`config.mk`:
```
export PLATFORM = sky130hd
export DESIGN_NAME = chunked_adder_subtractor
export DESIGN_NICKNAME = d
export VERILOG_FILES = /design/src/rtl/chunked_adder_subtractor.sv
export SDC_FILE = /design/constraint.sdc
export NUM_CORES = 1
export LEC_CHECK = 0
export ABC_AREA = 1
export CAP_MARGIN = 20
export CORE_AREA = 2 2 85 95
export CTS_CLUSTER_SIZE = 30
export DETAILED_ROUTE_END_ITERATION = 7
export DIE_AREA = 0 0 87 97
export PLACE_DENSITY = 0.85
export REMOVE_ABC_BUFFERS = 1
export SETUP_SLACK_MARGIN = 0.4
export SYNTH_ARGS = -nofsm -noshare
export SYNTH_HDL_FRONTEND = slang
export SYNTH_SLANG_ARGS = --single-unit
```
`constraint.sdc`:
```
create_clock -name clk -period 4.7 [get_ports clk]
set_input_delay 0.94 -clock clk [delete_from_list [all_inputs] [get_ports clk]]
set_output_delay 0.94 -clock clk [all_outputs]
set_load 0.01 [all_outputs]
```
`src/rtl/chunked_adder_subtractor.sv`:
```
// ---------------------------------------------------------------------------
// chunked_adder_subtractor
//
// Multi-cycle two's-complement adder/subtractor. A WIDTH-bit operation is
// processed CHUNK bits per clock, least-significant chunk first, with the
// inter-chunk carry held in a register. Results and flags appear together on
// completion and hold until the next completion.
//
// Parameters:
//   WIDTH    operand/result width; must be a multiple of CHUNK
//   CHUNK    bits processed per clock, 1 <= CHUNK <= WIDTH
//
// Ports:
//   clk       in   rising-edge clock
//   reset     in   asynchronous active-high reset
//   start     in   operation request, accepted only while ready=1
//   sub       in   0: a+b, 1: a-b (sampled with start)
//   a, b      in   WIDTH-bit two's-complement operands (sampled with start)
//   ready     out  idle and able to accept start
//   done      out  one-cycle pulse when sum/flags update
//   sum       out  result modulo 2^WIDTH
//   carryout  out  carry out of the MSB (subtract: 1 means no borrow)
//   overflow  out  signed overflow
//   zero      out  sum == 0
// ---------------------------------------------------------------------------
module chunked_adder_subtractor #(
  parameter int WIDTH = 16,
  parameter int CHUNK = 4
) (
  input  logic             clk,
  input  logic             reset,
  input  logic             start,
  input  logic             sub,
  input  logic [WIDTH-1:0] a,
  input  logic [WIDTH-1:0] b,
  output logic             ready,
  output logic             done,
  output logic [WIDTH-1:0] sum,
  output logic             carryout,
  output logic             overflow,
  output logic             zero
);

  localparam int NCHUNK = WIDTH / CHUNK;
  localparam int IDX_W  = (NCHUNK > 1) ? $clog2(NCHUNK) : 1;
  localparam int BASE_W = (WIDTH > 1) ? $clog2(WIDTH) : 1;
  localparam logic [IDX_W-1:0] LAST_IDX = IDX_W'(NCHUNK - 1);

  generate
    if ((CHUNK < 1) || (CHUNK > WIDTH) || ((WIDTH % CHUNK) != 0)) begin : g_bad_params
      $error("chunked_adder_subtractor: CHUNK must divide WIDTH and lie in 1..WIDTH");
    end
  endgenerate

  typedef enum logic {
    S_IDLE = 1'b0,
    S_RUN  = 1'b1
  } state_t;

  state_t                    r_state;
  state_t                    w_state_next;
  logic                      w_accept;
  logic                      w_last;

  // Operand registers; r_b already holds the inverted operand in subtract mode
  logic signed [WIDTH-1:0]   r_a;
  logic signed [WIDTH-1:0]   r_b;
  logic                      r_carry;
  logic        [IDX_W-1:0]   r_idx;
  logic        [WIDTH-1:0]   r_work;

  logic        [WIDTH-1:0]   r_sum;
  logic                      r_carryout;
  logic                      r_overflow;
  logic                      r_zero;
  logic                      r_done;

  logic        [BASE_W-1:0]  w_base;
  logic        [CHUNK:0]     w_chunk_res;
  logic        [WIDTH-1:0]   w_work_next;
  logic                      w_overflow;

  // One chunk of the ripple: CHUNK-bit sum plus carry out in the top bit.
  function automatic logic [CHUNK:0] add_chunk(
    input logic [CHUNK-1:0] x,
    input logic [CHUNK-1:0] y,
    input logic             cin
  );
    return {1'b0, x} + {1'b0, y} + {{CHUNK{1'b0}}, cin};
  endfunction

  // Bit position of the chunk currently being processed
  assign w_base = BASE_W'(32'(r_idx) * 32'(CHUNK));

  assign w_chunk_res = add_chunk(r_a[w_base +: CHUNK], r_b[w_base +: CHUNK], r_carry);

  // Full-width view of the sum including the chunk produced this cycle; on
  // the last chunk this is the final result.
  always_comb begin
    w_work_next = r_work;
    w_work_next[w_base +: CHUNK] = w_chunk_res[CHUNK-1:0];
  end

  // Signed overflow judged against the post-inversion second operand
  assign w_overflow = (r_a[WIDTH-1] == r_b[WIDTH-1]) &&
                      (w_work_next[WIDTH-1] != r_a[WIDTH-1]);

  assign w_last = (r_state == S_RUN) && (r_idx == LAST_IDX);

  // -------------------------------------------------------------------------
  // Control FSM
  // -------------------------------------------------------------------------
  always_ff @(posedge clk or posedge reset) begin
    if (reset) begin
      r_state <= S_IDLE;
    end else begin
      r_state <= w_state_next;
    end
  end

  always_comb begin
    w_state_next = r_state;
    w_accept     = 1'b0;
    case (r_state)
      S_IDLE: begin
        if (start) begin
          w_state_next = S_RUN;
          w_accept     = 1'b1;
        end
      end
      S_RUN: begin
        if (w_last) begin
          w_state_next = S_IDLE;
        end
      end
      default: begin
        w_state_next = S_IDLE;
      end
    endcase
  end

  // -------------------------------------------------------------------------
  // Operand capture and chunk-serial accumulation
  // -------------------------------------------------------------------------
  always_ff @(posedge clk or posedge reset) begin
    if (reset) begin
      r_a     <= '0;
      r_b     <= '0;
      r_carry <= 1'b0;
      r_idx   <= '0;
      r_work  <= '0;
    end else if (w_accept) begin
      // Subtraction as a + ~b + 1: invert b here and seed the carry with sub
      r_a     <= a;
      r_b     <= b ^ {WIDTH{sub}};
      r_carry <= sub;
      r_idx   <= '0;
      r_work  <= '0;
    end else if (r_state == S_RUN) begin
      r_work  <= w_work_next;
      r_carry <= w_chunk_res[CHUNK];
      r_idx   <= w_last ? '0 : r_idx + IDX_W'(1);
    end
  end

  // -------------------------------------------------------------------------
  // Result registers: updated only on the final chunk so partial sums never
  // reach the outputs.
  // -------------------------------------------------------------------------
  always_ff @(posedge clk or posedge reset) begin
    if (reset) begin
      r_sum      <= '0;
      r_carryout <= 1'b0;
      r_overflow <= 1'b0;
      r_zero     <= 1'b0;
      r_done     <= 1'b0;
    end else begin
      r_done <= w_last;
      if (w_last) begin
        r_sum      <= w_work_next;
        r_carryout <= w_chunk_res[CHUNK];
        r_overflow <= w_overflow;
        r_zero     <= (w_work_next == '0);
      end
    end
  end

  // ready is high the cycle done pulses, allowing back-to-back operations
  assign ready    = (r_state == S_IDLE);
  assign done     = r_done;
  assign sum      = r_sum;
  assign carryout = r_carryout;
  assign overflow = r_overflow;
  assign zero     = r_zero;

endmodule

```
-- Word level (Yosys, flattened, before mapping)
Index checks and enable logic that the tools add are counted.
- bitwise logic cells: 2
- mux-type cells: 12
- add/sub/neg operators: 4
- equal/unequal tests: 3
- shift-type cells: 4
- reduce and logical (&&, ||, !) cells: 4
- operators by type and width (kind ; count):
    two-way mux 16 bit ; 2
    indexed part select 16 x 5 -> 4 bit ; 2
    bitwise mux 16 bit ; 1
    logical NOT 16 bit ; 1
    variable shift 4 x 6 -> 16 bit (first input constant) ; 1
    indexed part select 4 x 6 -> 16 bit ; 1
    bitwise XOR 16 bit ; 1
    two-way mux 2 bit ; 3
    negator 4 -> 6 bit ; 1
    adder 4 x 4 -> 5 bit ; 1
    adder 5 x 1 -> 5 bit ; 1
    two-way mux 1 bit ; 5
    adder 2 x 1 -> 2 bit (second input constant) ; 1
    equality test 2 bit (second input constant) ; 1
    logical AND 1 bit ; 2
    case mux 1 bit (2 select lines) ; 1
    nonzero test 2 bit ; 1
    equality test 1 bit ; 1
    inequality test 1 bit ; 1
    NOT 1 bit ; 1
- input bits: 36
- register bits: 72
- output and inout port bits: 21

-- Depth between registers and ports, before layout
- word-level depth: 7
- gate-level depth with buffers: 18

-- Worst setup path after synthesis
OpenSTA, ideal clock, no wires.
- path type: register -> register
- start: register r_idx[0]
- end: register r_zero (netlist: zero)
- buffers on the path: 2
- arrival time: 2.546 ns
- setup time: 0.117 ns
- stages on the path, launching flop included: 18
- clock period less this slack: 2.663 ns
- slack: 2.037 ns
- required time: 4.583 ns
- cells stage by stage: dfrtp_1 -> buf_4 -> clkbuf_1 -> o21ai_0 -> o22ai_1 -> fa_1 -> inv_1 -> fa_1 -> nor2_1 -> nand3_1 -> nand2_1 -> nor2_1 -> nand2_1 -> nor2_1 -> nand2_1 -> nor2_1 -> nand3_1 -> nand2_1
- word-level cells in the longest chain between the ends: 6
- elaborated cells on any way between the ends: 11
- classes of those cells: add/sub: 3; eq/ne: 1; shift: 4; mux: 1; reduce/logical: 2
- ends and longest elaborated chain (element ; line ; source):
    start, declared ; 69 ; logic [IDX_W-1:0] r_idx;
    start signal, assigned ; 162 ; r_idx <= w_last ? '0 : r_idx + IDX_W'(1);
    indexed part select 16 x 5 -> 4 bit ; 95 ; assign w_chunk_res = add_chunk(r_a[w_base +: CHUNK], r_b[w_base +: CHUNK], r_carry);
    adder 4 x 4 -> 5 bit ; 89 ; return {1'b0, x} + {1'b0, y} + {{CHUNK{1'b0}}, cin};
    adder 5 x 1 -> 5 bit ; 89 ;
    indexed part select 4 x 6 -> 16 bit ; 101 ; w_work_next[w_base +: CHUNK] = w_chunk_res[CHUNK-1:0];
    bitwise mux 16 bit ; 101 ;
    logical NOT 16 bit ; 183 ; r_zero <= (w_work_next == '0);
    end signal, assigned ; 183 ;
    end, declared ; 75 ; logic r_zero;
Several ways; a longest one is shown, not always the timed one.
A chain may end at the register's enable or synchronous reset.

-- Final worst setup path
Ends and elaborated chain as after synthesis.

==> results summary <==
The maximum resistive drop on vdd came out at around 0.00026 V. The worst-margin pin slew came out at 0.924 ns. The count of flip-flops with a built-in enable after synthesis came out at 0. The fraction of layout instances using a drive strength above 1 came out at 0.0641. The die is approximately 97 um tall. The clock period could shrink to 3.12 ns. The count of cells in the finished layout, fillers not included, comes to a little under 600. The leading cell type in the layout, fill and taps excluded is nand2_1.

The detail-routed net length per standard cell is 13.1 um. The highest clock rate is around 320 MHz. The number of storage elements in the synthesis netlist is 72. The count of cell types in the netlist came out at 29. STA classifies the critical path endpoint as a register.

The sum of negative setup slack is 0 ns. The mapped cell area is 0.00362 mm^2. The reported net switching power is around 0.0013 W. In this run the critical register-to-register path is launched from r_idx[0]$_DFFE_PP0P_. In the final layout, flip-flops and latches occupy 0.00180 mm^2. After the first detailed-routing iteration, the DRC count stood at 160.

The post-layout worst setup margin is 1.58 ns. The worst setup path is of the reg -> reg kind. The number of resized instances in the post-cts repair step came out at 0. After legalization and detailed placement, the total HPWL measured between 5 and 6 mm. For this run, design rule violations remaining after detail routing come to 0. The area of the placeable core came out at ~0.0074 mm^2. In the layout the commonest cells are 154 x nand2_1, 72 x dfrtp_1, 56 x o21ai_0, 56 x clkdlybuf4s50_1, 36 x inv_1. The share of total power consumed by net switching came out at 0.436. Setup repair after global routing left no endpoint under its margin. The area of the multi-input gates is 0.00156 mm^2. The number of nets in the layout came out at 541. The arrival time of data at the critical path endpoint came out at approximately 3.4 ns. Using the TritonRoute via totals, the vias-per-cell ratio works out to 5.08.

The async set or reset register ratio after synthesis is 1.00. The end of the worst register-to-register path is zero$_DFFE_PP0P_. The row count came out at 33. The cell taking the most area after synthesis is dfrtp_1. The initial antenna violation count came out at 0. The power share of the combinational group is 0.508. The area of the die came out at 0.00844 mm^2. In this run the static leakage power is 2.11 nW. The count of nets left with antenna violations once routing finished came out at 0. Yosys attributes the largest share of cell area to dfrtp_1 50%, nand2_1 16%, o21ai_0 7.7%. The mean post-synth cell area came out at 8.17 um^2. The number of buffers created by CTS is 9. The startpoint identified for the worst hold timing path is r_a[7]$_DFFE_PP0P_. At the placement stage, the worst setup path has a slack of 1.63 ns. The kind of start point of the critical path is a register. Between clock sinks in the finished design, the worst skew comes to 0.00659 ns. The root buffer cell is clkbuf_8. The number of max-slew violations in the final report came out at 0. The power density over the cells is 699 mW/mm^2. The first-pass GRT wire length is between 10 and 15 mm.

Cell internal power was estimated by the tool at 0.00174 W. The top cell type's share of synthesized area is 0.498. The maximum fanout along the worst path is 31. Synthesis produced a netlist whose cell count is 443. The worst pin sits at a relative slew slack of 0.383. CTS built an H-tree with a depth of 3. The reported max-cap violation count is 0.

The area growth from synthesis to layout is 22.1%. The final core utilization came out at 0.598. The longest clock path from root to sink contains 2 buffers. The die outline width came out at 87 um. The starting density of the core came out at 0.490. The detailed-routing iteration count for the pre-antenna-repair pass is 4. The total overflow reported by the global router is 0.

Wires add up to approximately 7.7 mm. The maximum number of pins on one net before global-route repair is 48. The final antenna diode count is 0.

TritonCTS built the clock tree. The final-layout fill cell count is 667. The hold path depth came out at 2. Of the available clock period, the critical path in the final layout requires 0.664. For this design, the CTS-stage hold fixing added 0 buffers.

The total number of vias is 2978. The number of buffers added on ports came out at 56. The worst-case register-to-register setup slack came out at 1.58 ns. The flow ran to the end, and the final reports show no timing, DRC or antenna violations. Setup violations remaining at the end of the flow were counted as 0. The total of warnings raised by yosys came out at 0. The worst hold path terminates at r_a[7]$_DFFE_PP0P_. After clock tree synthesis, the clock-pin slew on the worst setup and hold paths is 0.07 ns. The number of clock sinks is 72. The I/O pin total is 57. The final RePlAce weighted congestion is 0.904. The share of total power dissipated in the clock network is 0.153.

The final number of hold-violating endpoints came out at 0. The clock latency of the later-clocked register in the worst-skew pair came out at 0.35 ns. The sequential cell area fraction in the yosys report came out at 0.498. For the worst setup path, the data required time is 4.95 ns.

The overall track demand over capacity in global routing came out at 0.199. Once placement completed, the tool counted placed cells totaling 570. The total design power came out at 0.00309 W.

The class of the tightest hold or removal check is reg -> reg. The most used flip-flop cell after synthesis is dfrtp_1. Post-CTS timing repair inserted 0 buffers for setup.

The relative contribution of sequential cells to total power is 0.339. For the worst flop-to-flop path, the logic depth is 17. The number of global-route vias before repair came out at around 3000.
## layer usage
metal	up-vias	routed length [um]	track usage
li1	1505	-	-
met1	1392	3400	0.244
met2	65	3860	0.331
met3	16	299	0.0358
met4	0	145	0.0998
met5	-	0	0
## logic make-up after synthesis
logic type,synth area share
DFF,0.498
adders and majority gates,0.0387
AOI/OAI and AO/OA,0.121
buffers and inverters,0.0702
and+or+nand+nor,0.233
xor gates and xnor gates,0.0387
## cells in the mapped netlist (all sizes together), types with 2 or more instances
library cell / number
nand4: 3
o22ai: 8
ha: 8
a32oi: 2
inv: 39
nand2: 155
nand3: 15
nor2: 34
dfrtp: 72
a22o: 4
a21oi: 4
buf: 10
o21ai: 60
xnor2: 16
clkbuf: 9
fa: 2
## area by class of cell
type | count | area share
sequential | 72 | 0.408
timing repair buffer | 60 | 0.138
multi-input combinational | 313 | 0.354
tap | 87 | 0.0246
clock buffer | 11 | 0.0320
clock inverter | 4 | 0.0102
inverter | 39 | 0.0331
## metrics by stage
step,area (um^2),hold slack (ns)
floorplan,3510,0.437
global placement,4200,0.450
CTS,4390,0.471
global route,4420,0.502
finish,4420,0.471
detailed placement,4200,0.453
## critical path: stages (launching register included)
cell     delay (ns)
dfrtp_1        0.33
buf_4          0.29
inv_1          0.33
o21ai_0        0.26
o22ai_1        0.13
fa_1           0.42
inv_1          0.09
fa_1           0.42
nor2_1         0.17
nand3_1        0.12
nand2_1        0.10
nor2_1         0.05
nand2_1        0.06
nor2_1         0.04
nand2_1        0.05
nor2_1         0.04
nand3_1        0.08
nand2_1        0.05
## power by group through the flow
| stage | logic [W] | clock network, W | registers, W |
|---|---|---|---|
| 2_1_floorplan | 0.00105 | 0 | 0.00106 |
| 3_3_place_gp | 0.00150 | 0 | 0.00105 |
| 3_5_place_dp | 0.00156 | 0 | 0.00106 |
| 4_1_cts | 0.00156 | 0.000481 | 0.00105 |
| 5_1_grt | 0.00181 | 0.000505 | 0.00108 |
| 6_report | 0.00157 | 0.000474 | 0.00105 |
## how the worst max path moves through the flow
stage                         start                to  slack, ns  cells past startpoint
2_1_floorplan  r_idx[0]$_DFFE_PP0P_  zero$_DFFE_PP0P_       1.54                     16
3_3_place_gp   r_idx[0]$_DFFE_PP0P_  zero$_DFFE_PP0P_       1.73                     17
3_5_place_dp   r_idx[0]$_DFFE_PP0P_  zero$_DFFE_PP0P_       1.63                     17
4_1_cts        r_idx[0]$_DFFE_PP0P_  zero$_DFFE_PP0P_       1.63                     17
5_1_grt        r_idx[0]$_DFFE_PP0P_  zero$_DFFE_PP0P_       1.23                     18
6_report       r_idx[0]$_DFFE_PP0P_  zero$_DFFE_PP0P_       1.58                     17
## flip-flops by register name, summed over array words and instances, names as in the netlist
name,cells
carryout,1
r_a,16
r_carry,1
r_work,16
overflow,1
zero,1
r_state,1
done,1
sum,16
r_b,16
r_idx,2
Note: power is estimated with default switching activity, not from simulation.
==> RTL edit: new RTL, same flow settings <==
The parameter `CHUNK` goes from 4 to 8.
--- a/src/rtl/chunked_adder_subtractor.sv
+++ b/src/rtl/chunked_adder_subtractor.sv
@@ -25,7 +25,7 @@
 // ---------------------------------------------------------------------------
 module chunked_adder_subtractor #(
   parameter int WIDTH = 16,
-  parameter int CHUNK = 4
+  parameter int CHUNK = 8
 ) (
   input  logic             clk,
   input  logic             reset,
Formal check against the unedited RTL: not equivalent (Yosys sat finds a counterexample within 4 cycles, from zero or initial values and one cycle with reset high).
==> RTL edit against the unedited design <==
Wire length is 4.4% lower. Sequential cell count down 1. Area after synthesis fell by 1.3%. Highest routed layer unchanged. Setup slack lost 24 ps. Power up 14%. Largest power group unchanged. Combinational power is 24% higher. Count of clock-buffer cells in the layout rose by 2. Critical path type unchanged. Design area shrank 1.6%. Critical endpoint unchanged.
==> RTL edit: results (changes against the unedited design) <==
| Metric | Value |
|---|---|
| Status | complete, no violations (unchanged) |
| Total number of nets in the final design | 520 (was 541) |
| Proportion of synthesized area in mux cells | 2.52% (was 0%) |
| Top cells by instance count after synthesis | nand2_1 (135), dfrtp_1 (71), o21ai_0 (42), inv_1 (41), nand3_1 (22) (was nand2_1 (154), dfrtp_1 (72), o21ai_0 (56), inv_1 (37), nor2_1 (29)) |
| Fraction of the mapped netlist area in compound gates | 11.5% (was 12.1%) |
| Top post-synthesis cells by area | dfrtp_1 (50%), nand2_1 (14%), o21ai_0 (5.9%) (was dfrtp_1 (50%), nand2_1 (16%), o21ai_0 (7.7%)) |
| Register-to-register setup slack | 1560 ps (was 1580 ps) |
| Largest net degree at the start of global routing | 47 (was 48) |
| Reported combinational group power | 0.00195 W (was 0.00157 W) |
| Xor-xnor portion of the synthesized cell area | 3.93% (was 3.87%) |
| Vias in the first global route | 2934 (was 3029) |
| Worst Skew | 7.65 ps (was 6.59 ps) |
| Per-cell via count in the routed design | 5.22 (was 5.08) |
| Ratio of cells with drive above 1 in the final layout | 7.71% (was 6.41%) |
| Number of instances in the synthesized netlist | 425 (was 443) |
| DP Area | 4140 um2 (was 4200 um2) |
| Number of DRC markers in iteration 0 | 309 (was 160) |
| Path class of the lowest-slack min-delay path | reg -> reg (unchanged) |
| Max IR drop VDD | 0.354 mV (was 0.264 mV) |
| Routed Wire Length | 7.36 mm (was 7.70 mm) |
| Leakage dissipation | 2.12 nW (was 2.11 nW) |
| Delay of the slowest cell on the worst path | 820 ps (was 420 ps) |
| Number of cells on the worst hold path | 2 (unchanged) |
| Cells on worst reg2reg path | 18 (was 17) |
| Synthesis Warnings | 0 (unchanged) |
| Total routing resource utilization after global routing | 19.0% (was 19.9%) |
| Power drawn by the clock network | 0.000509 W (was 0.000474 W) |
| Worst hold slack after final layout | 485 ps (was 471 ps) |
| Largest fanout on the critical path | 25 (was 31) |
| Portion of the post-synthesis area used by sequential elements | 49.8% (about the same) |
| Endpoint with the worst hold slack | r_b[6] (was r_a[7]) |
| Placer congestion estimate | 0.850 (was 0.904) |
| FFs w/ async S/R, synth | 100% (unchanged) |
| Internal cell power | 0.00195 W (was 0.00174 W) |
| Average wire per standard cell | 13.0 um (was 13.1 um) |
| Number of unique standard cell types used by synthesis | 29 (unchanged) |
| Measured slew at the worst slew-check pin | 972 ps (was 924 ps) |
| Slowest cell on the critical path | dfrtp_1 (was fa_1) |
| Global-route wire length before repair | 12.8 mm (was 13.4 mm) |
| Worst reg2reg path startpoint | r_idx (was r_idx[0]) |
| DP Cell Count | 551 (was 570) |
| Beginning of the worst hold path | r_b[6] (was r_a[7]) |
| Clock transition at the register clock pins on the worst setup and hold paths after CTS | 70 ps (about the same) |
| Largest delay contributor family on the critical path | simple AND/OR/NAND/NOR gates (was adder cells) |
| Count of TritonRoute iterations in the first routing pass | 5 (was 4) |
| Fraction of the mapped netlist area in adder cells | 3.58% (was 3.87%) |
| Estimated wirelength of the detail-placed design | 5.34 mm (was 5.66 mm) |
-- RTL edit: per-layer routing --
| metal | GRT usage (%) | share of wire, % | up-vias |
|---|---|---|---|
| met5 | 0 | 0 | - |
| met4 | 7.09 | 1.8 | 0 |
| met3 | 5.29 | 6.3 | 13 |
| met2 | 30.6 | 50 | 107 |
| met1 | 24.1 | 42 | 1377 |
| li1 | - | - | 1463 |
-- RTL edit: final cells by class --
| cell class | count | area, um2 |
|---|---|---|
| Inverter | 43 | 161 |
| Fill cell | 672 | 3040 |
| Clock inverter | 3 | 40.0 |
| Timing Repair Buffer | 59 | 583 |
| Tap cell | 87 | 109 |
| Sequential cell | 71 | 1780 |
| Clock buffer | 13 | 169 |
| Multi-Input combinational cell | 291 | 1510 |
-- RTL edit: stage by stage --
step,total power (W),setup slack (ps)
3_3_place_gp,0.00291,1710
2_1_floorplan,0.00242,1660
6_report,0.00352,1560
5_1_grt,0.00388,1200
3_5_place_dp,0.00300,1620
4_1_cts,0.00352,1610
